## src/rtl/dwt_pkg.sv

```systemverilog
// ----------------------------------------------------------------------------
// dwt_pkg
//   Shared definitions for the Haar DWT blocks: the level sequencer state
//   encoding, the default sample width and small elaboration-time helpers
//   for sizing counters.
// ----------------------------------------------------------------------------
package dwt_pkg;

   // Sample/coefficient width shared with the pair core.
   localparam int DEFAULT_W = 16;

   // Level sequencer states.
   typedef enum logic [2:0] {
      IDLE,
      LOAD,
      ISSUE,
      CAPTURE,
      DONE
   } state_t;

   // Smallest r with 2**r >= value (0 for value <= 1).
   function automatic int clog2(input int value);
      int result;
      result = 0;
      for (int r = 0; r < 31; r++) begin
         if ((1 << r) < value) begin
            result = r + 1;
         end
      end
      return result;
   endfunction

   // True when value is a positive power of two.
   function automatic bit is_pow2(input int value);
      return (value > 0) && ((value & (value - 1)) == 0);
   endfunction

endpackage

```

## src/rtl/dwt_haar_level_sched.sv

```systemverilog
// ----------------------------------------------------------------------------
// dwt_haar_level_sched
//   Multi-level Haar DWT sequencer. Buffers N samples, then time-shares one
//   external combinational pair core over LEVELS decomposition levels, one
//   pair every two cycles, and presents the Mallat-ordered result
//   [cA_L | cD_L | cD_L-1 | ... | cD_1] on array_out with a one-cycle done.
//   The block does no arithmetic; W-bit values pass through unmodified.
//
// Ports
//   clk        : rising-edge clock
//   rst_n      : asynchronous active-low reset
//   start      : begin a block (sampled in IDLE only, level-sensitive)
//   in_valid   : sample present on in_data
//   in_data    : input sample (ignored outside LOAD)
//   in_ready   : high only while loading samples
//   core_x0    : registered even operand to the pair core
//   core_x1    : registered odd operand to the pair core
//   core_cA    : pair core approximation result
//   core_cD    : pair core detail result
//   core_valid : high while core results are being captured
//   array_out  : result vector, element e at [e*W +: W]
//   busy       : high whenever not IDLE
//   done       : one-cycle pulse when array_out is complete
// ----------------------------------------------------------------------------
module dwt_haar_level_sched
   import dwt_pkg::*;
#(
   parameter int N      = 8,
   parameter int LEVELS = 3,
   parameter int W      = DEFAULT_W
) (
   input  logic           clk,
   input  logic           rst_n,
   input  logic           start,
   input  logic           in_valid,
   input  logic [W-1:0]   in_data,
   output logic           in_ready,
   output logic [W-1:0]   core_x0,
   output logic [W-1:0]   core_x1,
   input  logic [W-1:0]   core_cA,
   input  logic [W-1:0]   core_cD,
   output logic           core_valid,
   output logic [N*W-1:0] array_out,
   output logic           busy,
   output logic           done
);

   localparam int AW     = clog2(N);
   localparam int IDXW   = AW + 1;
   localparam int KW     = clog2(N / 2) + 1;
   localparam int LVW    = clog2(LEVELS + 1);
   localparam int APPROX = N >> LEVELS;

   // Reject parameter sets that cannot be decomposed cleanly.
   if (N < 2 || !is_pow2(N)) begin : g_bad_n
      $error("dwt_haar_level_sched: N must be a power of two >= 2");
   end
   if (LEVELS < 1 || LEVELS > clog2(N)) begin : g_bad_levels
      $error("dwt_haar_level_sched: LEVELS must be in 1..log2(N)");
   end

   state_t            state_q;
   state_t            state_d;
   logic [IDXW-1:0]   idx_q;
   logic [IDXW-1:0]   len_q;
   logic [KW-1:0]     k_q;
   logic [LVW-1:0]    level_q;
   logic [W-1:0]      inbuf  [N];
   logic [W-1:0]      detbuf [N];

   logic [IDXW-1:0]   half_len;
   logic [IDXW-1:0]   k_ext;
   logic              last_pair;
   logic              last_level;
   logic              last_sample;
   logic [AW-1:0]     rd_even;
   logic [AW-1:0]     rd_odd;
   logic [AW-1:0]     wr_det;

   // Pair k of the current level reads inbuf[2k], inbuf[2k+1]; its detail
   // lands in the upper half of the current length, which is exactly the
   // slot this level's details occupy in Mallat order.
   assign half_len    = len_q >> 1;
   assign k_ext       = IDXW'(k_q);
   assign last_pair   = (k_ext == half_len - IDXW'(1));
   assign last_level  = (level_q == LVW'(LEVELS));
   assign last_sample = (idx_q == IDXW'(N - 1));
   assign rd_even     = AW'({k_q, 1'b0});
   assign rd_odd      = rd_even | AW'(1);
   assign wr_det      = AW'(half_len + k_ext);

   // State register.
   always_ff @(posedge clk or negedge rst_n) begin
      if (!rst_n) begin
         state_q <= IDLE;
      end else begin
         state_q <= state_d;
      end
   end

   // Next-state logic. CAPTURE goes straight back to ISSUE across a level
   // boundary so there is no bubble between levels.
   always_comb begin
      state_d = state_q;
      case (state_q)
         IDLE:    if (start) state_d = LOAD;
         LOAD:    if (in_valid && last_sample) state_d = ISSUE;
         ISSUE:   state_d = CAPTURE;
         CAPTURE: state_d = (last_pair && last_level) ? DONE : ISSUE;
         DONE:    state_d = IDLE;
         default: state_d = IDLE;
      endcase
   end

   // Datapath and counters. Approximations are written back in place:
   // inbuf[k] is only overwritten after pair k has read indices 2k and
   // 2k+1, and every later pair reads above 2k, so no live value is lost.
   always_ff @(posedge clk or negedge rst_n) begin
      if (!rst_n) begin
         idx_q   <= '0;
         len_q   <= '0;
         k_q     <= '0;
         level_q <= '0;
         core_x0 <= '0;
         core_x1 <= '0;
         for (int i = 0; i < N; i++) begin
            inbuf[i]  <= '0;
            detbuf[i] <= '0;
         end
      end else begin
         case (state_q)
            IDLE: begin
               if (start) begin
                  idx_q <= '0;
                  for (int i = 0; i < N; i++) begin
                     detbuf[i] <= '0;
                  end
               end
            end
            LOAD: begin
               if (in_valid) begin
                  inbuf[AW'(idx_q)] <= in_data;
                  idx_q             <= idx_q + IDXW'(1);
                  if (last_sample) begin
                     level_q <= LVW'(1);
                     len_q   <= IDXW'(N);
                     k_q     <= '0;
                  end
               end
            end
            ISSUE: begin
               core_x0 <= inbuf[rd_even];
               core_x1 <= inbuf[rd_odd];
            end
            CAPTURE: begin
               inbuf[AW'(k_q)] <= core_cA;
               detbuf[wr_det]  <= core_cD;
               if (!last_pair) begin
                  k_q <= k_q + KW'(1);
               end else if (!last_level) begin
                  level_q <= level_q + LVW'(1);
                  len_q   <= half_len;
                  k_q     <= '0;
               end
            end
            default: ;
         endcase
      end
   end

   assign in_ready   = (state_q == LOAD);
   assign core_valid = (state_q == CAPTURE);
   assign busy       = (state_q != IDLE);
   assign done       = (state_q == DONE);

   // Mallat ordering: the final approximations sit in the low inbuf slots,
   // everything above them comes from the detail buffer.
   for (genvar e = 0; e < N; e++) begin : g_out
      if (e < APPROX) begin : g_approx
         assign array_out[e*W +: W] = inbuf[e];
      end else begin : g_detail
         assign array_out[e*W +: W] = detbuf[e];
      end
   end

endmodule

```

## config.mk

```make
export PLATFORM = sky130hd
export DESIGN_NAME = dwt_haar_level_sched
export DESIGN_NICKNAME = d
export VERILOG_FILES = /design/src/rtl/dwt_pkg.sv /design/src/rtl/dwt_haar_level_sched.sv
export SDC_FILE = /design/constraint.sdc
export NUM_CORES = 1
export LEC_CHECK = 0
export BUFFER_PORTS_ARGS = -buffer_cell sky130_fd_sc_hd__clkbuf_2
export CORE_MARGIN = 2
export CORE_UTILIZATION = 51
export DETAILED_ROUTE_END_ITERATION = 6
export GPL_TIMING_DRIVEN = 0
export PLACE_DENSITY_LB_ADDON = 0.08
export SYNTH_ARGS = -nofsm -noshare
export SYNTH_HDL_FRONTEND = slang
export SYNTH_SLANG_ARGS = --single-unit
```

## constraint.sdc

```tcl
create_clock -name clk -period 2 [get_ports clk]
set_input_delay 0.1 -clock clk [delete_from_list [all_inputs] [get_ports clk]]
set_output_delay 0.1 -clock clk [all_outputs]
set_load 0.02 [all_outputs]
```

==> results.json, run 1 <==
{
  "die_area_mm2": 0.02763,
  "ir_drop_uv": 915.3,
  "synth_xor_area_share_pct": 0.6527,
  "dpl.hpwl_um": 25470,
  "synthSimpleGateAreaFrac_pct": 4.392,
  "r2r_cells": 7,
  "h-tree-depth": 1,
  "synthMuxAreaShare_pct": 18.88,
  "port_buffers": 199,
  "crit_required_ns": 2.44,
  "drive_gt1_share_pct": 51.06,
  "cts_tree": "yes",
  "power_uw": 28150,
  "clock-skew-final_ns": 0.01517,
  "rr_endpoint": "array_out[93]",
  "synth_cell_types": 61,
  "final_nets": 1357,
  "wire_per_inst_um": 24.65,
  "io_pins": 216,
  "crit_end": "array_out[93]",
  "vias": 10170,
  "combPwrFrac_pct": 48.8,
  "cts_buffer_depth": 3,
  "synth_area_leader_cell": "dfrtp_1",
  "worst-path-stages": 7,
  "r2r_start": "len_q[1]",
  "timing.final.crit_share_pct": 107.5,
  "area_growth_pct": 33.32,
  "antenna_cells": 0,
  "route.detailed.drc": 0,
  "worst-path-buf-inv": 1,
  "endpoint_kind": "flip-flop",
  "fmax_mhz": 465.0,
  "setup_viol_count_final": 160,
  "power.switching_uw": 10820,
  "status": "finished, violations left",
  "synthesis.area_per_instance_um2": 14.07,
  "syn_inst": 954,
  "die_h_um": 166.2,
  "slowest_stage": "dfrtp_1",
  "rsz0062_at_grt": "yes",
  "p_clk_share_pct": 20.4,
  "grt_remaining_overflow": 0,
  "worst_pin_slew_ns": 0.8177,
  "antenna_found_initial": 0,
  "final_max_slew_viol_count": 0,
  "synth-edff-count": 0,
  "finalHoldViolations": 0,
  "synth_top_family_by_area": "multiplexers",
  "cap_violations": 0,
  "viasPerCell": 6.145,
  "clock_sinks": 287,
  "grt_pass1_wl_um": 62550,
  "synth_compound_area_share_pct": 17.77,
  "drtAntennaViolNets": 0,
  "die_x_um": 166.2,
  "power.density_mw_per_mm2": 1573,
  "ys_seq_area_share_pct": 53.52,
  "clk_latency_ns": 0.56,
  "p_leak_uw": 0.008570,
  "synthFlopType": "dfrtp_1",
  "initial_utilization_pct": 51.79,
  "hold_class": "in -> reg",
  "place_congestion": 0.7950,
  "r2r_slack_ns": -0.15,
  "synth-adder-area-share_pct": 0.6154,
  "totalWireLength_um": 40800,
  "clkTransAtPathRegs_ns": 0.06,
  "netlist_area_mm2": 0.01342,
  "gr-usage-all-layers_pct": 28.88,
  "cp.arrival_ns": 2.59,
  "ys_ff_latch": 287,
  "period_needed_ns": 2.150,
  "crit_chain": "ha_4 > fa_2 > xnor3_2 > o21ai_2 > nand2_2 > buf_6 > a22o_1",
  "p_int_uw": 17320,
  "crit_type": "reg -> reg",
  "async_reset_ff_share_pct": 100.0,
  "cts_buffers": 30,
  "synth_top_cells_by_area": "dfrtp_1 54%, mux2_2 13%, a22o_1 8.7%",
  "syn_nets": 1012,
  "seqPwrFrac_pct": 30.8,
  "timing.final.ws_setup_ns": -0.1504,
  "cpPeakStageDelay_ns": 0.43,
  "path_max_fanout": 10,
  "first_pass_iters": 6,
  "drt_iter0_drc": 727,
  "grt_max_degree": 111,
  "ys_warn_count": 0,
  "start_kind": "flip-flop",
  "row_count": 59,
  "violations": "negative setup slack",
  "crit_start": "len_q[1]",
  "grt_pass1_vias": 10440,
  "slew_headroom_pct": 45.49,
  "swShare_pct": 38.46,
  "coreArea_mm2": 0.02591,
  "synthDominantCellAreaShare_pct": 53.52,
  "root_buffer": "clkbuf_16",
  "critical-path-top-delay-family": "adder cells",
  "final_util_pct": 69.05
}
worst min-delay path, cell delays in order:
cell and delay [ns]:
buf_1 0.30, o2bb2ai_1 0.16, mux2_1 0.12
cell usage in the layout (no fill, tap or decap), types with 4 or more instances in the layout:
| cell type | n |
|---|---|
| a22o_1 | 134 |
| buf_1 | 16 |
| buf_12 | 11 |
| buf_2 | 8 |
| buf_4 | 80 |
| buf_6 | 31 |
| buf_8 | 4 |
| clkbuf_1 | 4 |
| clkbuf_16 | 35 |
| clkbuf_2 | 207 |
| clkbuf_4 | 8 |
| clkbuf_8 | 11 |
| clkinv_2 | 7 |
| dfrtp_1 | 283 |
| dfrtp_2 | 4 |
| dlygate4sd3_1 | 36 |
| mux2_2 | 105 |
| mux2_4 | 55 |
| mux4_2 | 32 |
| nand2_1 | 14 |
| nand2_2 | 14 |
| nand3b_1 | 4 |
| nor2_1 | 6 |
| nor2_4 | 9 |
| nor3_4 | 5 |
| nor3b_4 | 4 |
| o21ai_0 | 4 |
| o21ai_2 | 4 |
| o2bb2ai_1 | 112 |
logic make-up (layout without fill, tap and decap cells):
logic type               count (synthesis)  in the layout
flip-flops                             287            287
AO/OA/AOI/OAI                          274            274
multiplexers                           193            193
buffers and inverters                  100            466
AND/OR/NAND/NOR                         89             89
adder cells (fa/ha/maj)                  6              6
XOR/XNOR                                 5              5
state kept, by name (all words and copies together) (netlist names):
name,cells
inbuf,112
level_q,2
state_q,3
core_x1,16
idx_q,4
k_q,3
core_x0,16
array_out,128
len_q,3
Yosys cell counts (2+ instances only):
library cell and number:
dfrtp_1 287, mux2_2 150, a22o_1 134, o2bb2ai_1 112, mux4_2 32, nand2_1 30
buf_2 29, buf_4 25, clkbuf_1 19, buf_1 17, nor2_1 12, mux2_1 11
o21ai_0 10, buf_6 6, ha_1 5, nand2b_1 4, nand3b_1 4, nor3_1 4
nor3_4 4, nor2_2 3, o2bb2ai_2 3, or3_1 3, a21oi_2 2, inv_1 2
nand3_1 2, nand4_1 2, nor2b_1 2, nor3b_1 2, nor3b_2 2, nor3b_4 2
o31ai_1 2, or3b_2 2, xor3_1 2
power groups by stage:
stage          Sequential [uW]  Clock (uW)  Combinational, uW
2_1_floorplan             9610           0               6380
3_3_place_gp              8630           0              10700
3_5_place_dp              8640           0              10900
4_1_cts                   8600        5800              12900
5_1_grt                   8860        6070              14500
6_report                  8670        5740              13700
repair_timing:
action / 4_1_cts / 5_1_grt
hold endpoints to repair: 223 / 0
setup buffers: 65 / 6
resized for setup: 120 / 106
hold buffers: 36 / 0
pin swaps: 88 / 20
endpoints found under the setup margin: 281 / 253
gates cloned: 4 / 4
metal layers:
metal	wire [um]	global-route usage, %	vias to the layer above
met5	0	0	-
met4	956	8.283	0
met3	3031	5.934	79
met2	19560	47.12	401
met1	17250	39.64	5310
li1	-	-	4380
area by class of cell:
class | instances | area [um^2]
flip-flops and latches | 287 | 7187
clock inverters | 9 | 95.09
plain buffers | 95 | 777.0
fillers | 1748 | 8020
clock buffers | 44 | 914.6
multi-input cells | 567 | 6251
inverters | 3 | 27.53
repair buffers | 315 | 2220
well taps | 335 | 419.2
worst min-delay path by stage:
stage,startpoint,endpoint,slack [ns],cells past startpoint
after floorplan,rst_n,array_out[0],-0.20,0
after global placement,core_cD[2],array_out[98],0.44,2
after detailed placement,rst_n,core_x0[1],0.24,1
after CTS,in_data[6],inbuf[70],0.12,3
after global routing,in_data[7],inbuf[7],0.19,3
final,in_data[6],inbuf[70],0.15,3
through the flow:
step	setup slack [ns]	setup TNS, ns	hold WS [ns]	instance area [um^2]	cells
3_5_place_dp	-0.6309	-93.31	0.2422	14980	1490
3_3_place_gp	-5.410	-1637.21	0.4354	14920	1488
2_1_floorplan	-0.08221	-5.020	-0.1956	13510	954
5_1_grt	-0.2033	-23.10	0.1896	17890	1655
6_report	-0.1504	-13.51	0.1462	17890	1655
4_1_cts	-0.1226	-5.316	0.1165	17410	1648
(Power assumes the default switching activity.)
==> run 2, diff against run 1 <==
--- a/config.mk
+++ b/config.mk
@@ -10,7 +10,9 @@
 export CORE_UTILIZATION = 51
 export DETAILED_ROUTE_END_ITERATION = 6
 export GPL_TIMING_DRIVEN = 0
+export MAX_ROUTING_LAYER = met4
 export PLACE_DENSITY_LB_ADDON = 0.08
 export SYNTH_ARGS = -nofsm -noshare
 export SYNTH_HDL_FRONTEND = slang
 export SYNTH_SLANG_ARGS = --single-unit
+export TNS_END_PERCENT = 20
==> run 2 against run 1 <==
- the run still ends with negative setup slack left
- critical endpoint is now array_out[102]
- non-clock buffer count fell by 18
- maximum frequency fell by 2.0%
- cell count fell by 0.91%
- sequential cell count did not move
- count of clock-buffer cells in the layout fell by 7
- core utilization fell by 1.6 points
==> results.json, run 2 (synthesis results as in run 1) <==
{
  "drt_iter0_drc": 709,
  "combPwrFrac_pct": 46.8,
  "io_pins": 216,
  "timing.final.ws_setup_ns": -0.1936,
  "cts_buffers": 30,
  "initial_utilization_pct": 51.79,
  "p_clk_share_pct": 21.8,
  "period_needed_ns": 2.194,
  "crit_required_ns": 2.45,
  "worst_pin_slew_ns": 0.7900,
  "row_count": 59,
  "setup_viol_count_final": 159,
  "root_buffer": "clkbuf_16",
  "dpl.hpwl_um": 25270,
  "post-place-ws_ns": -0.5616,
  "wire_per_inst_um": 23.72,
  "fmax_mhz": 455.9,
  "rsz0062_at_grt": "yes",
  "coreArea_mm2": 0.02591,
  "drive_gt1_share_pct": 49.43,
  "grt_remaining_overflow": 0,
  "place_congestion": 0.8277,
  "final_common_cell": "dfrtp_1",
  "area_growth_pct": 30.15,
  "endpoint_kind": "flip-flop",
  "grt_pass1_vias": 10260,
  "power.switching_uw": 10560,
  "antenna_cells": 0,
  "power_uw": 27550,
  "status": "finished, violations left",
  "violations": "negative setup slack",
  "slew_headroom_pct": 47.33,
  "vias": 9813,
  "gr-usage-all-layers_pct": 28.67,
  "crit_chain": "ha_4 > fa_2 > nand2b_4 > o21ai_1 > nand2_2 > buf_6 > a22o_1",
  "p_leak_uw": 0.008407,
  "path_max_fanout": 10,
  "drtAntennaViolNets": 0,
  "grt_pass1_wl_um": 60510,
  "final_max_slew_viol_count": 0,
  "die_x_um": 166.2,
  "whs_path_depth": 3,
  "cpPeakStageDelay_ns": 0.64,
  "timing.final.crit_share_pct": 109.7,
  "antenna_found_initial": 0,
  "hold_class": "in -> reg",
  "seqPwrFrac_pct": 31.4,
  "die_h_um": 166.2,
  "clock_sinks": 287,
  "h-tree-depth": 1,
  "cp.arrival_ns": 2.64,
  "crit_type": "reg -> reg",
  "ir_drop_uv": 1058,
  "cap_violations": 0,
  "p_int_uw": 16990,
  "first_pass_iters": 5,
  "start_kind": "flip-flop",
  "clk_latency_ns": 0.56,
  "grt_max_degree": 103,
  "clkTransAtPathRegs_ns": 0.06,
  "cts_buffer_depth": 3,
  "clock-skew-final_ns": 0.01226,
  "r2r_cells": 7,
  "totalWireLength_um": 38890,
  "cts_tree": "yes",
  "postPlaceCellArea_mm2": 0.01498,
  "route.detailed.drc": 0,
  "largest_reg_flops": 128,
  "final_cell_mix": "281 x dfrtp_1, 208 x clkbuf_2, 150 x mux2_2",
  "slowest_stage": "fa_2",
  "swShare_pct": 38.32,
  "final_nets": 1339,
  "power.density_mw_per_mm2": 1577,
  "fin_setup_tns_ns": -17.15,
  "finalHoldViolations": 0,
  "viasPerCell": 5.984,
  "final_cell_area_mm2": 0.01747,
  "port_buffers": 199,
  "die_area_mm2": 0.02763
}
[run 2: cell count changes in the layout (fill, tap and decap cells not counted), moves of 4 or more]
cell | previous run | this run
buf_2 | 8 | 13
clkbuf_16 | 35 | 31
nand2_2 | 14 | 7
mux2_2 | 105 | 150
mux2_1 | 1 | 11
buf_6 | 31 | 23
clkbuf_8 | 11 | 7
mux2_4 | 55 | 0
nand2_1 | 14 | 20
buf_4 | 80 | 71
[run 2: repair_timing]
| action | 4_1_cts | 5_1_grt |
|---|---|---|
| buffers inserted | 38 | 18 |
| pin swaps | 76 | 26 |
| endpoints found under the setup margin | 279 | 256 |
| gates cloned | 2 | 1 |
| hold endpoints to repair | 227 | 0 |
| gates resized for setup | 108 | 38 |
| hold buffers | 35 | 0 |
[run 2: worst paths after layout]
| path | from | end | slack, ns |
|---|---|---|---|
| worst min-delay path | in_data[14] | inbuf[94] | 0.13 |
| min in group asynchronous | rst_n | core_x0[3] | 0.16 |
| worst min register to register | inbuf[88] | inbuf[88] | 0.49 |
| worst max-delay path | k_q[0] | array_out[102] | -0.19 |
| max in group asynchronous | rst_n | inbuf[77] | 0.42 |
| worst max register to register | k_q[0] | array_out[102] | -0.19 |
[run 2: final cells by class]
type | instances | area, um^2
repair buffers | 295 | 1991
fillers | 1863 | 8446
clock inverters | 19 | 240.2
well taps | 335 | 419.2
multi-input cells | 567 | 6002
clock buffers | 37 | 837.1
inverters | 3 | 27.53
flip-flops and latches | 287 | 7189
plain buffers | 97 | 759.5
[run 2: per-layer routing]
layer	up-vias	part of all wire, %	global-route usage [%]
met4	0	1.9	6.972
met2	390	48	45.52
met3	49	7.7	5.791
met1	5031	43	38.42
met5	-	0	-
li1	4343	-	-
[run 2: power by group through the flow]
stage	Combinational [uW]	Clock, uW	Sequential, uW
6_report	12900	6010	8650
5_1_grt	13600	6370	8850
4_1_cts	12400	6110	8620
3_5_place_dp	10900	0	8650
3_3_place_gp	10700	0	8630
2_1_floorplan	6380	0	9610
[run 2: metrics by stage]
stage / hold slack, ns / utilization [%] / cells
4_1_cts: 0.1067 / 66.41 / 1621
3_5_place_dp: 0.2285 / 57.83 / 1490
6_report: 0.1349 / 67.41 / 1640
3_3_place_gp: 0.4321 / 57.58 / 1488
2_1_floorplan: -0.1956 / - / 954
5_1_grt: 0.1509 / 67.41 / 1640
[run 2: worst max-delay path, delay by kind of cell, from the launching register on]
| kind | cells | cell delay [ns] |
|---|---|---|
| adders and majority gates | 2 | 0.82 |
| DFF | 1 | 0.46 |
| AOI/OAI and AO/OA | 2 | 0.42 |
| and+or+nand+nor | 2 | 0.22 |
| buffers and inverters | 1 | 0.18 |
==> run 3, diff against run 2 <==
--- a/config.mk
+++ b/config.mk
@@ -12,6 +12,7 @@
 export GPL_TIMING_DRIVEN = 0
 export MAX_ROUTING_LAYER = met4
 export PLACE_DENSITY_LB_ADDON = 0.08
+export SKIP_LAST_GASP = 1
 export SYNTH_ARGS = -nofsm -noshare
 export SYNTH_HDL_FRONTEND = slang
 export SYNTH_SLANG_ARGS = --single-unit
==> run 3 against run 2 <==
- the run still ends with negative setup slack left
- cell area fell by 1.1%
- non-clock buffer count is 4 lower
- critical path depth did not move
- clock skew grew 0.0017 ns
- largest cell class unchanged
- global-route usage shrank 0.13 points
- cell count fell by 0.24%
- sequential power is essentially flat
- via count decreased by 0.55%
- sequential cell count did not move
- combinational power down 3%
- count of clock-buffer cells in the layout did not move
- highest routed layer unchanged
==> results.json, run 3 (synthesis results as in run 1) <==
{
  "clk_latency_ns": 0.57,
  "postPlaceCellArea_mm2": 0.01498,
  "finalHoldViolations": 0,
  "drive_gt1_share_pct": 48.04,
  "initial_utilization_pct": 51.79,
  "period_needed_ns": 2.185,
  "h-tree-depth": 1,
  "grt_pass1_wl_um": 60170,
  "worstHoldStart": "in_data[14]",
  "crit_start": "k_q[0]",
  "final_common_cell": "dfrtp_1",
  "endpoint_kind": "flip-flop",
  "antenna_cells": 0,
  "final_max_slew_viol_count": 0,
  "fmax_mhz": 457.7,
  "ir_drop_uv": 1045,
  "clkTransAtPathRegs_ns": 0.06,
  "io_pins": 216,
  "clock-skew-final_ns": 0.01397,
  "route.detailed.drc": 0,
  "cts_buffers": 30,
  "grt_remaining_overflow": 0,
  "coreArea_mm2": 0.02591,
  "cap_violations": 0,
  "antenna_found_initial": 0,
  "largest_reg_flops": 128,
  "area_growth_pct": 28.74,
  "grt_max_degree": 103,
  "rsz0062_at_grt": "yes",
  "clock_sinks": 287,
  "vias": 9759,
  "drtAntennaViolNets": 0,
  "drt_iter0_drc": 712,
  "timing.final.ws_setup_ns": -0.1851,
  "row_count": 59,
  "gr-usage-all-layers_pct": 28.54,
  "die_h_um": 166.2,
  "hold_class": "in -> reg",
  "die_area_mm2": 0.02763,
  "r2r_start": "k_q[0]",
  "cts_tree": "yes",
  "port_buffers": 199,
  "start_kind": "flip-flop",
  "viasPerCell": 5.965,
  "place_congestion": 0.8277,
  "final_cell_mix": "284 x dfrtp_1, 211 x clkbuf_2, 150 x mux2_2",
  "wire_per_inst_um": 23.63,
  "crit_type": "reg -> reg",
  "final_cell_area_mm2": 0.01728,
  "cp.arrival_ns": 2.63,
  "die_x_um": 166.2,
  "totalWireLength_um": 38670,
  "holdWs_ns": 0.1253,
  "worst_pin_slew_ns": 0.8124,
  "slew_headroom_pct": 45.84,
  "status": "finished, violations left",
  "p_leak_uw": 0.008325,
  "grt_pass1_vias": 10290,
  "setup_viol_count_final": 228,
  "power.density_mw_per_mm2": 1573,
  "dpl.hpwl_um": 25270,
  "path_max_fanout": 10,
  "r2r_slack_ns": -0.19,
  "cts_buffer_depth": 3,
  "crit_required_ns": 2.45,
  "first_pass_iters": 5,
  "violations": "negative setup slack",
  "root_buffer": "clkbuf_16",
  "timing.final.crit_share_pct": 109.3,
  "final_nets": 1335
}
## run 3: changes by cell type in the layout (fill, tap and decap cells not counted), moves of 2 or more
cell	change
dfrtp_1	+3
clkbuf_2	+3
clkbuf_1	+5
buf_6	-8
nand2b_1	+2
buf_4	+3
dfrtp_2	-3
nand2_1	+2
clkbuf_4	-4
buf_8	-2
## run 3: report_power, final
part	leakage, uW	switching (uW)	internal [uW]
sequential	0.00393	1040	7580
clock	0.000535	2390	3620
combinational	0.00386	6980	5560
total	0.00833	10400	16800
## run 3: layer usage
layer / vias to the layer above / GRT usage [%] / wire, um
met3: 65 / 6.030 / 2709
met4: 0 / 8.208 / 901
met1: 5023 / 38.01 / 16570
li1: 4333 / - / -
met5: - / - / 0
met2: 338 / 44.76 / 18480
## run 3: through the flow
stage	power, uW	instances	TNS [ns]	util, %	setup slack [ns]
global route	28460	1636	-39.91	66.67	-0.2392
global placement	19340	1488	-1623.85	57.58	-5.419
detailed placement	19500	1490	-85.09	57.83	-0.5616
CTS	26900	1621	-18.78	66.04	-0.1545
floorplan	15980	954	-5.020	-	-0.08221
finish	27180	1636	-20.44	66.67	-0.1851
## run 3: final cells by class
class	count	area [um^2]
clock inverters	19	240.2
well taps	335	419.2
clock buffers	37	837.1
repair buffers	291	1956
inverters	3	18.77
fillers	1892	8636
plain buffers	97	680.7
multi-input cells	567	5938
flip-flops and latches	287	7186
## run 3: final timing paths
check	endpoint	cells past startpoint
setup reg to reg	array_out[76]	7
setup / recovery	array_out[76]	7
hold reg to reg	inbuf[88]	1
max in group asynchronous	array_out[90]	4
hold / removal	inbuf[94]	3
min in group asynchronous	core_x0[3]	2
## run 3: critical path, stage by stage (launching register included)
cell     delay, ns
dfrtp_2       0.45
ha_4          0.17
fa_2          0.50
buf_4         0.18
nor3_2        0.20
o21ai_2       0.14
buf_6         0.19
a22o_1        0.23
## run 3: timing repair
item | in CTS | in global routing
cloned | 2 | 1
pin swaps | 31 | 14
gates resized for setup | 80 | 6
endpoints found under the setup margin | 279 | 267
endpoints found under the hold margin | 227 | 0
hold buffers | 35 | 0
setup buffers | 38 | 14
